$ cat src/rtl/game_timer.sv
`default_nettype none
// ============================================================================
// Module   : game_timer
// Purpose  : Countdown game timer. Loads the per-level time budget, counts it
//            down in whole seconds (prescaled system clock) and raises the
//            level signal timer_stop when the budget is exhausted. The
//            remaining time is driven both in binary and as three BCD digits.
// Ports    : clk, rst_n          - clock, asynchronous active-low reset
//            load, timer_seconds - start a countdown from timer_seconds
//            halt                - freeze the value (game won/lost)
//            pause               - level, suspends counting while high
//            clear               - zero everything, back to idle
//            timer_stop          - high while the budget is exhausted
//            running             - high in the RUN state only
//            sec_tick            - one-cycle pulse on every decrement
//            seconds_left        - remaining seconds, binary
//            bcd_hund/tens/ones  - remaining seconds, decimal digits
// Revision : 1.0 - initial release
// ============================================================================
module game_timer #(
    parameter int CLK_FREQ_HZ = 40_000_000,
    parameter int SEC_W       = 10
) (
    input  logic             clk,
    input  logic             rst_n,
    input  logic             load,
    input  logic [SEC_W-1:0] timer_seconds,
    input  logic             halt,
    input  logic             pause,
    input  logic             clear,
    output logic             timer_stop,
    output logic             running,
    output logic             sec_tick,
    output logic [SEC_W-1:0] seconds_left,
    output logic [3:0]       bcd_hund,
    output logic [3:0]       bcd_tens,
    output logic [3:0]       bcd_ones
);

    localparam int              c_PW      = (CLK_FREQ_HZ > 1) ? $clog2(CLK_FREQ_HZ) : 1;
    localparam logic [c_PW-1:0] c_PRE_MAX = c_PW'(CLK_FREQ_HZ - 1);
    localparam logic [SEC_W-1:0] c_SEC_MAX = SEC_W'(999);

    localparam logic [2:0] c_IDLE    = 3'd0;
    localparam logic [2:0] c_RUN     = 3'd1;
    localparam logic [2:0] c_PAUSED  = 3'd2;
    localparam logic [2:0] c_HELD    = 3'd3;
    localparam logic [2:0] c_EXPIRED = 3'd4;

    logic [2:0]       r_state;
    logic [2:0]       w_state_next;
    logic [c_PW-1:0]  r_presc;
    logic [c_PW-1:0]  w_presc_next;
    logic [SEC_W-1:0] r_sec;
    logic [SEC_W-1:0] w_sec_next;
    logic [11:0]      r_bcd;
    logic [11:0]      w_bcd_next;
    logic             r_tick;
    logic             w_tick_next;
    logic             r_stop;
    logic             r_running;

    logic [SEC_W-1:0] w_load_val;
    logic [11:0]      w_load_bcd;
    logic             w_active;
    logic             w_wrap;

    // Shift-and-add-3 conversion of the loaded value; only used on load, the
    // countdown itself keeps the digits in step with a ripple-borrow decrement.
    // Hundreds never reaches 5 because the value is clamped to 999.
    function automatic logic [11:0] to_bcd(input logic [SEC_W-1:0] v);
        logic [11:0] b;
        b = 12'd0;
        for (int i = SEC_W - 1; i >= 0; i--) begin
            if (b[3:0] >= 4'd5) b[3:0] = b[3:0] + 4'd3;
            if (b[7:4] >= 4'd5) b[7:4] = b[7:4] + 4'd3;
            b = {b[10:0], v[i]};
        end
        return b;
    endfunction

    function automatic logic [11:0] bcd_dec(input logic [11:0] b);
        logic [11:0] r;
        r = b;
        if (b[3:0] != 4'd0) begin
            r[3:0] = b[3:0] - 4'd1;
        end else begin
            r[3:0] = 4'd9;
            if (b[7:4] != 4'd0) begin
                r[7:4] = b[7:4] - 4'd1;
            end else begin
                r[7:4]  = 4'd9;
                r[11:8] = b[11:8] - 4'd1;
            end
        end
        return r;
    endfunction

    assign w_load_val = (32'(timer_seconds) > 32'd999) ? c_SEC_MAX : timer_seconds;
    assign w_load_bcd = to_bcd(w_load_val);
    assign w_active   = (r_state == c_RUN) || (r_state == c_PAUSED);
    assign w_wrap     = (r_presc == c_PRE_MAX);

    // State register and registered outputs
    always_ff @(posedge clk or negedge rst_n) begin
        if (!rst_n) begin
            r_state   <= c_IDLE;
            r_presc   <= '0;
            r_sec     <= '0;
            r_bcd     <= 12'd0;
            r_tick    <= 1'b0;
            r_stop    <= 1'b0;
            r_running <= 1'b0;
        end else begin
            r_state   <= w_state_next;
            r_presc   <= w_presc_next;
            r_sec     <= w_sec_next;
            r_bcd     <= w_bcd_next;
            r_tick    <= w_tick_next;
            r_stop    <= (w_state_next == c_EXPIRED);
            r_running <= (w_state_next == c_RUN);
        end
    end

    // Next-state logic. Releasing pause counts on the same edge, so a paused
    // interval delays the countdown by exactly the cycles pause was high.
    always_comb begin
        w_state_next = r_state;
        if (clear) begin
            w_state_next = c_IDLE;
        end else if (load) begin
            w_state_next = (w_load_val != '0) ? c_RUN : c_EXPIRED;
        end else if (halt && w_active) begin
            w_state_next = c_HELD;
        end else if (w_active) begin
            if (pause)
                w_state_next = c_PAUSED;
            else if (w_wrap && (r_sec == SEC_W'(1)))
                w_state_next = c_EXPIRED;
            else
                w_state_next = c_RUN;
        end
    end

    // Datapath / output logic
    always_comb begin
        w_presc_next = r_presc;
        w_sec_next   = r_sec;
        w_bcd_next   = r_bcd;
        w_tick_next  = 1'b0;
        if (clear) begin
            w_presc_next = '0;
            w_sec_next   = '0;
            w_bcd_next   = 12'd0;
        end else if (load) begin
            w_presc_next = '0;
            w_sec_next   = w_load_val;
            w_bcd_next   = w_load_bcd;
        end else if (halt && w_active) begin
            w_presc_next = r_presc;
        end else if (w_active && !pause) begin
            if (w_wrap) begin
                w_presc_next = '0;
                if (r_sec != '0) begin
                    w_sec_next  = r_sec - SEC_W'(1);
                    w_bcd_next  = bcd_dec(r_bcd);
                    w_tick_next = 1'b1;
                end
            end else begin
                w_presc_next = r_presc + c_PW'(1);
            end
        end
    end

    assign timer_stop   = r_stop;
    assign running      = r_running;
    assign sec_tick     = r_tick;
    assign seconds_left = r_sec;
    assign bcd_hund     = r_bcd[11:8];
    assign bcd_tens     = r_bcd[7:4];
    assign bcd_ones     = r_bcd[3:0];

endmodule
`default_nettype wire

$ cat config.mk
export PLATFORM = sky130hd
export DESIGN_NAME = game_timer
export DESIGN_NICKNAME = d
export VERILOG_FILES = /design/src/rtl/game_timer.sv
export SDC_FILE = /design/constraint.sdc
export NUM_CORES = 1
export LEC_CHECK = 0
export ABC_AREA = 1
export BUFFER_PORTS_ARGS = -buffer_cell sky130_fd_sc_hd__buf_2
export CAP_MARGIN = 20
export CORE_MARGIN = 4
export CORE_UTILIZATION = 60
export CTS_BUF_LIST = sky130_fd_sc_hd__clkbuf_2 sky130_fd_sc_hd__clkbuf_4 sky130_fd_sc_hd__clkbuf_8
export DETAILED_ROUTE_END_ITERATION = 6
export PLACE_DENSITY_LB_ADDON = 0.05
export SETUP_SLACK_MARGIN = 0.2
export SLEW_MARGIN = 20
export SYNTH_ARGS = -nofsm -noshare
export SYNTH_HDL_FRONTEND = slang
export SYNTH_SLANG_ARGS = --single-unit
$ cat constraint.sdc
create_clock -name clk -period 4.6 [get_ports clk]
set_input_delay 0.46 -clock clk [delete_from_list [all_inputs] [get_ports clk]]
set_output_delay 0.46 -clock clk [all_outputs]
set_load 0.02 [all_outputs]
* Word level (Yosys, flattened, before mapping)
Cells that the tools add are included.
Word-level totals: register bits 54, logic and storage cells 108, input bits 16, output and inout bits 25
Operators by class: equality and inequality tests 9, reduce and logical (&&, ||, !) cells 16, $add $sub $neg 16, $lt $le $gt $ge 12, muxes and demuxes 46
Operators by type and width (count):
- two-way mux 26 bit | 5
- two-way mux 12 bit | 6
- two-way mux 10 bit | 7
- two-way mux 4 bit | 14
- adder 4 x 2 -> 4 bit (second input constant) | 9
- greater-or-equal comparator 4 x 3 -> 1 bit (second input constant) | 9
- adder 26 x 1 -> 26 bit (second input constant) | 1
- == test 26 bit (second input constant) | 1
- two-way mux 3 bit | 7
- nonzero test 10 bit | 2
- subtractor 4 x 1 -> 4 bit (second input constant) | 3
- == test 10 x 1 -> 1 bit (second input constant) | 1
- > comparator 10 bit (second input constant) | 1
- subtractor 10 x 1 -> 10 bit (second input constant) | 1
- inequality test 3 bit (second input constant) | 3
- nonzero test 3 bit | 3
- adder 3 x 2 -> 4 bit (second input constant) | 2
- two-way mux 8 bit | 1
- nonzero test 4 bit | 2
- == test 3 x 1 -> 1 bit (second input constant) | 2
- greater-or-equal comparator 3 bit (second input constant) | 2
- two-way mux 1 bit | 6
- AND reduction 6 bit | 1
- AND reduction 5 bit | 1
- other kinds (7) | 9

* Longest topological paths before layout
depth in word-level cells 18, depth in mapped cells 45

* Least setup slack after synthesis
Ideal clock, no wire load.
path kind input to register, start input timer_seconds[8], end register r_bcd[5], library setup time 116 ps, stages 40, arrival 4586 ps, slack -102 ps, cell sequence nand2_1 > nand2_1 > nand2_2 > ha_1 > nand2_1 > nand3_2 > nand2_2 > nand2_1 > nand2_1 > inv_1 > ha_1 > nor2_1 > inv_1 > nand3_4 > nor2_1 > nand2_1 > nand2_2 > ha_1 > (+4 left out) > ha_1 > nand3_1 > nand4_1 > and2_1 > ha_1 > nand3_1 > nand4_1 > nand2_1 > inv_1 > ha_1 > nand3_1 > nand2_1 > inv_1 > nand2_2 > nand2_1 > nand3_1 > nand2_1 > nand2_1
On the way: word-level cells in the longest chain between the ends 18, elaborated cells on any way between the ends 34, those cells by class 10 x add/sub; 11 x order compare; 13 x mux
RTL lines:
- start, declared | RTL line 27 | input logic [SEC_W-1:0] timer_seconds,
- > comparator 10 bit | RTL line 99 | assign w_load_val = (32'(timer_seconds) > 32'd999) ? c_SEC_MAX : timer_seconds;
- two-way mux 10 bit (*) | RTL line 99
- adder 3 x 2 -> 4 bit / greater-or-equal comparator 3 bit (equally long branches) | RTL line 75 | if (b[3:0] >= 4'd5) b[3:0] = b[3:0] + 4'd3;
- two-way mux 4 bit | RTL line 75
- adder 4 x 2 -> 4 bit / greater-or-equal comparator 4 x 3 -> 1 bit (equally long branches) | RTL line 75
- two-way mux 4 bit | RTL line 75
- adder 4 x 2 -> 4 bit / greater-or-equal comparator 4 x 3 -> 1 bit (equally long branches) | RTL line 75
- two-way mux 4 bit | RTL line 75
- (+2 left out)
- adder 4 x 2 -> 4 bit (tied with other cells) | RTL line 75
- two-way mux 4 bit (on tied branches) | RTL line 75, 76
- adder 4 x 2 -> 4 bit (tied with other cells) | RTL line 75
- two-way mux 4 bit (on tied branches) | RTL line 75, 76
- adder 4 x 2 -> 4 bit / greater-or-equal comparator 4 x 3 -> 1 bit (equally long branches) | RTL line 76 | if (b[7:4] >= 4'd5) b[7:4] = b[7:4] + 4'd3;
- two-way mux 4 bit (*) | RTL line 76
- two-way mux 12 bit (*) | RTL line 155 | end else if (load) begin
- two-way mux 12 bit (*) | RTL line 151 | if (clear) begin
- end signal, assigned | RTL line 118 | r_bcd <= w_bcd_next;
- end, declared | RTL line 56 | logic [11:0] r_bcd;
Every way passes the cells marked *; elsewhere a longest branch is shown, timed or not. A chain may end at the register's enable or synchronous reset.

* Worst setup path after layout
start input timer_seconds[9], end register r_bcd[6]
Same word-level chain as after synthesis.

==> flow_summary.yaml <==
run_status:
  status: "finished clean"
setup_path:
  cpPeakStageDelay_ns: 0.19
  crit_fanout: 5
  cp-end-kind: "flip-flop"
  crit_family: "simple AND/OR/NAND/NOR gates"
  crit_required_ns: 4.81
  crit_type: "input port to flip-flop"
  cp_data_arrival_time_ns: 4.58
  timing.rr.start: "r_presc[0]"
  cp_slowest_cell: "ha_4"
  path_common_cell: "nand2_2"
  critPathLaunch: "timer_seconds[9]"
  cp_num_buf_inv: 10
  start_kind: "input port"
yosys:
  synthCells: 631
  syn_area_um2: 4360
  synthFlopType: "dfrtp_1"
  synth_top_cell_area_share: 0.310
  synth-async-reset-ratio: 1.00
  yosysWarnings: 0
  synth-seq-cells: 54
  synth_top_area_cell: "dfrtp_1"
  synth-edff-count: 0
  synth.distinct_cells: 47
  ys_top_cells_by_area: "dfrtp_1, nand2_1, inv_1"
  syn_nets: 664
  syn_area_per_cell_um2: 6.91
  yosysSeqAreaShare: 0.310
placed_design:
  gp_congestion: 0.862
  io_buffer_count: 40
  detailed_place.area_um2: 4820
  dp_hpwl_um: 8170
  pre_cts_ws_ns: -0.246
finish:
  antennaDiodeCount: 0
  utilization: 0.763
  syn_to_final_growth_pct: 21.5
  drive_gt1_frac: 0.263
  mostFrequentLayoutCells: "nand2_1, inv_1, dfrtp_1"
  fin_area_um2: 5300
  final_common_cell: "nand2_1"
  fin_nets: 738
clock_network:
  ctsLongestPathBuffers: 2
  cts_buffers: 5
  root_buffer: "clkbuf_8"
  clkTransAtPathRegs_ns: 0.10
  hold_buffers: 0
  clk_latency_ns: 0.31
  tritoncts: "done"
  htreeDepth: 2
  numClockSinks: 54
routing:
  num_vias: 4520
  via_per_inst: 5.64
  dr.pass1.iters: 5
  finalWirelength_um: 11600
  ant_nets: 0
  drc: 0
  wl_per_cell_um: 14.5
  drtIter0Drc: 208
timing:
  slew_violations: 0
  max_slew_margin: 0.533
  fin_skew_ns: 0.00975
  final-hold-violation-count: 0
  fin_crit_ns: 4.37
  post-route-period-util: 0.950
  worst_slew_pin_slew_ns: 0.696
  fmax_mhz: 229
  worst_slack_ns: 0.228
  setup_viol: 0
  rsz0062_at_grt: "no"
  setup_tns_ns: 0
  hold_ws_ns: 0.275
flow_run:
  max_cap_viol_count: 0
global_routing:
  antenna_found_initial: 0
  grt_pass1_vias: 4287
  grt_first_pass_wirelength_um: 18600
  globalRouteOverflowTotal: 0
  gr-usage-all-layers: 0.257
  grt_max_degree: 55
die:
  die_w_um: 93.3
  die_h_um: 93.3
  start_util: 0.628
  die_area_um2: 8700
  rows: 30
  core-area_um2: 6940
  io_pins: 41
power_and_ir_drop:
  peakVddDrop_mv: 0.403
  leakagePower_nw: 2.63
  p_per_area_nw_per_um2: 446
worst_hold_path:
  hold_path_class: "input port to async pin"
worst register-to-register path, delay by kind of cell, from the launching register on:
family	cells	cell delay, ns
flops	1	0.40
fa+ha+maj	1	0.18
simple gates	8	1.56
buf+inv	6	0.74
compound gates	3	0.59
per-stage QoR:
stage	power (mW)	cells
after floorplan	1.50	631
final	2.36	802
after global placement	1.71	768
after detailed placement	1.77	768
after CTS	2.14	785
after global routing	2.55	802
sequential cells by signal, indices dropped and copies added (netlist names):
| signal | flops |
|---|---|
| timer_stop | 1 |
| sec_tick | 1 |
| running | 1 |
| r_presc | 26 |
| r_state | 3 |
| r_bcd | 12 |
| seconds_left | 10 |
where the power goes:
part	switching, mW	internal [mW]	leakage (nW)
Clock	0.160	0.169	0.0548
Sequential	0.0629	0.531	0.728
Combinational	0.873	0.564	1.85
Total	1.10	1.26	2.63
final cells by class:
class / instances / area, um^2
clock buffer: 6 / 76.3
clock inverter: 2 / 37.5
fill: 557 / 1650
inverter: 102 / 388
multi-input combinational: 464 / 2820
sequential: 54 / 1350
tap: 96 / 120
timing repair buffer: 78 / 508
cell usage after synthesis, types with 2 or more instances:
cell	instances
xor2_1	11
nand2_1	137
nor4_1	9
buf_2	2
dfrtp_1	54
nand3_1	59
nor2_1	50
a32o_1	2
nor3_2	4
o21ai_0	29
o211ai_1	9
o21ai_2	3
nand2_4	8
o31ai_1	3
a21oi_1	31
a31oi_1	3
ha_1	17
xnor2_1	2
nor3b_1	2
clkbuf_1	9
nand3_2	8
nor3_1	19
inv_1	92
o21ai_1	4
o2111ai_1	2
o22ai_1	3
nand3b_1	2
nand4_1	13
inv_2	9
nand2_2	17
nand3_4	2
timing repair:
action                                  CTS  global route
buffers inserted                          9            17
endpoints found under the setup margin    2             4
gates resized for setup                   9            39
cloned                                    0             0
endpoints found under the hold margin     0             0
pin swaps                                 7            27
cell families after synthesis:
logic type,after synthesis,share of synthesized area
mux,1,0.00230
fa+ha+maj,17,0.0488
compound gates,96,0.133
flops,54,0.310
buf+inv,113,0.0978
xor+xnor,13,0.0261
simple gates,337,0.382
worst paths after layout:
path / endpoint / slack [ns] / cells past startpoint
setup / recovery: r_bcd[6] / 0.23 / 44
hold / removal: r_state[0] / 0.28 / 2
setup reg to reg: r_bcd[8] / 1.07 / 18
hold reg to reg: r_presc[0] / 0.52 / 1
max in group asynchronous: r_bcd[2] / 3.87 / 2
min in group clk: sec_tick / 0.43 / 4
layer usage:
metal  up-vias  wire (um)  global-route usage
met5         -          0                   0
met4         0        280              0.0745
met3        28        352              0.0233
met2       105       6180               0.485
met1      2148       4810               0.306
li1       2239          -                   -
Note: power is estimated with default switching activity, not from simulation.
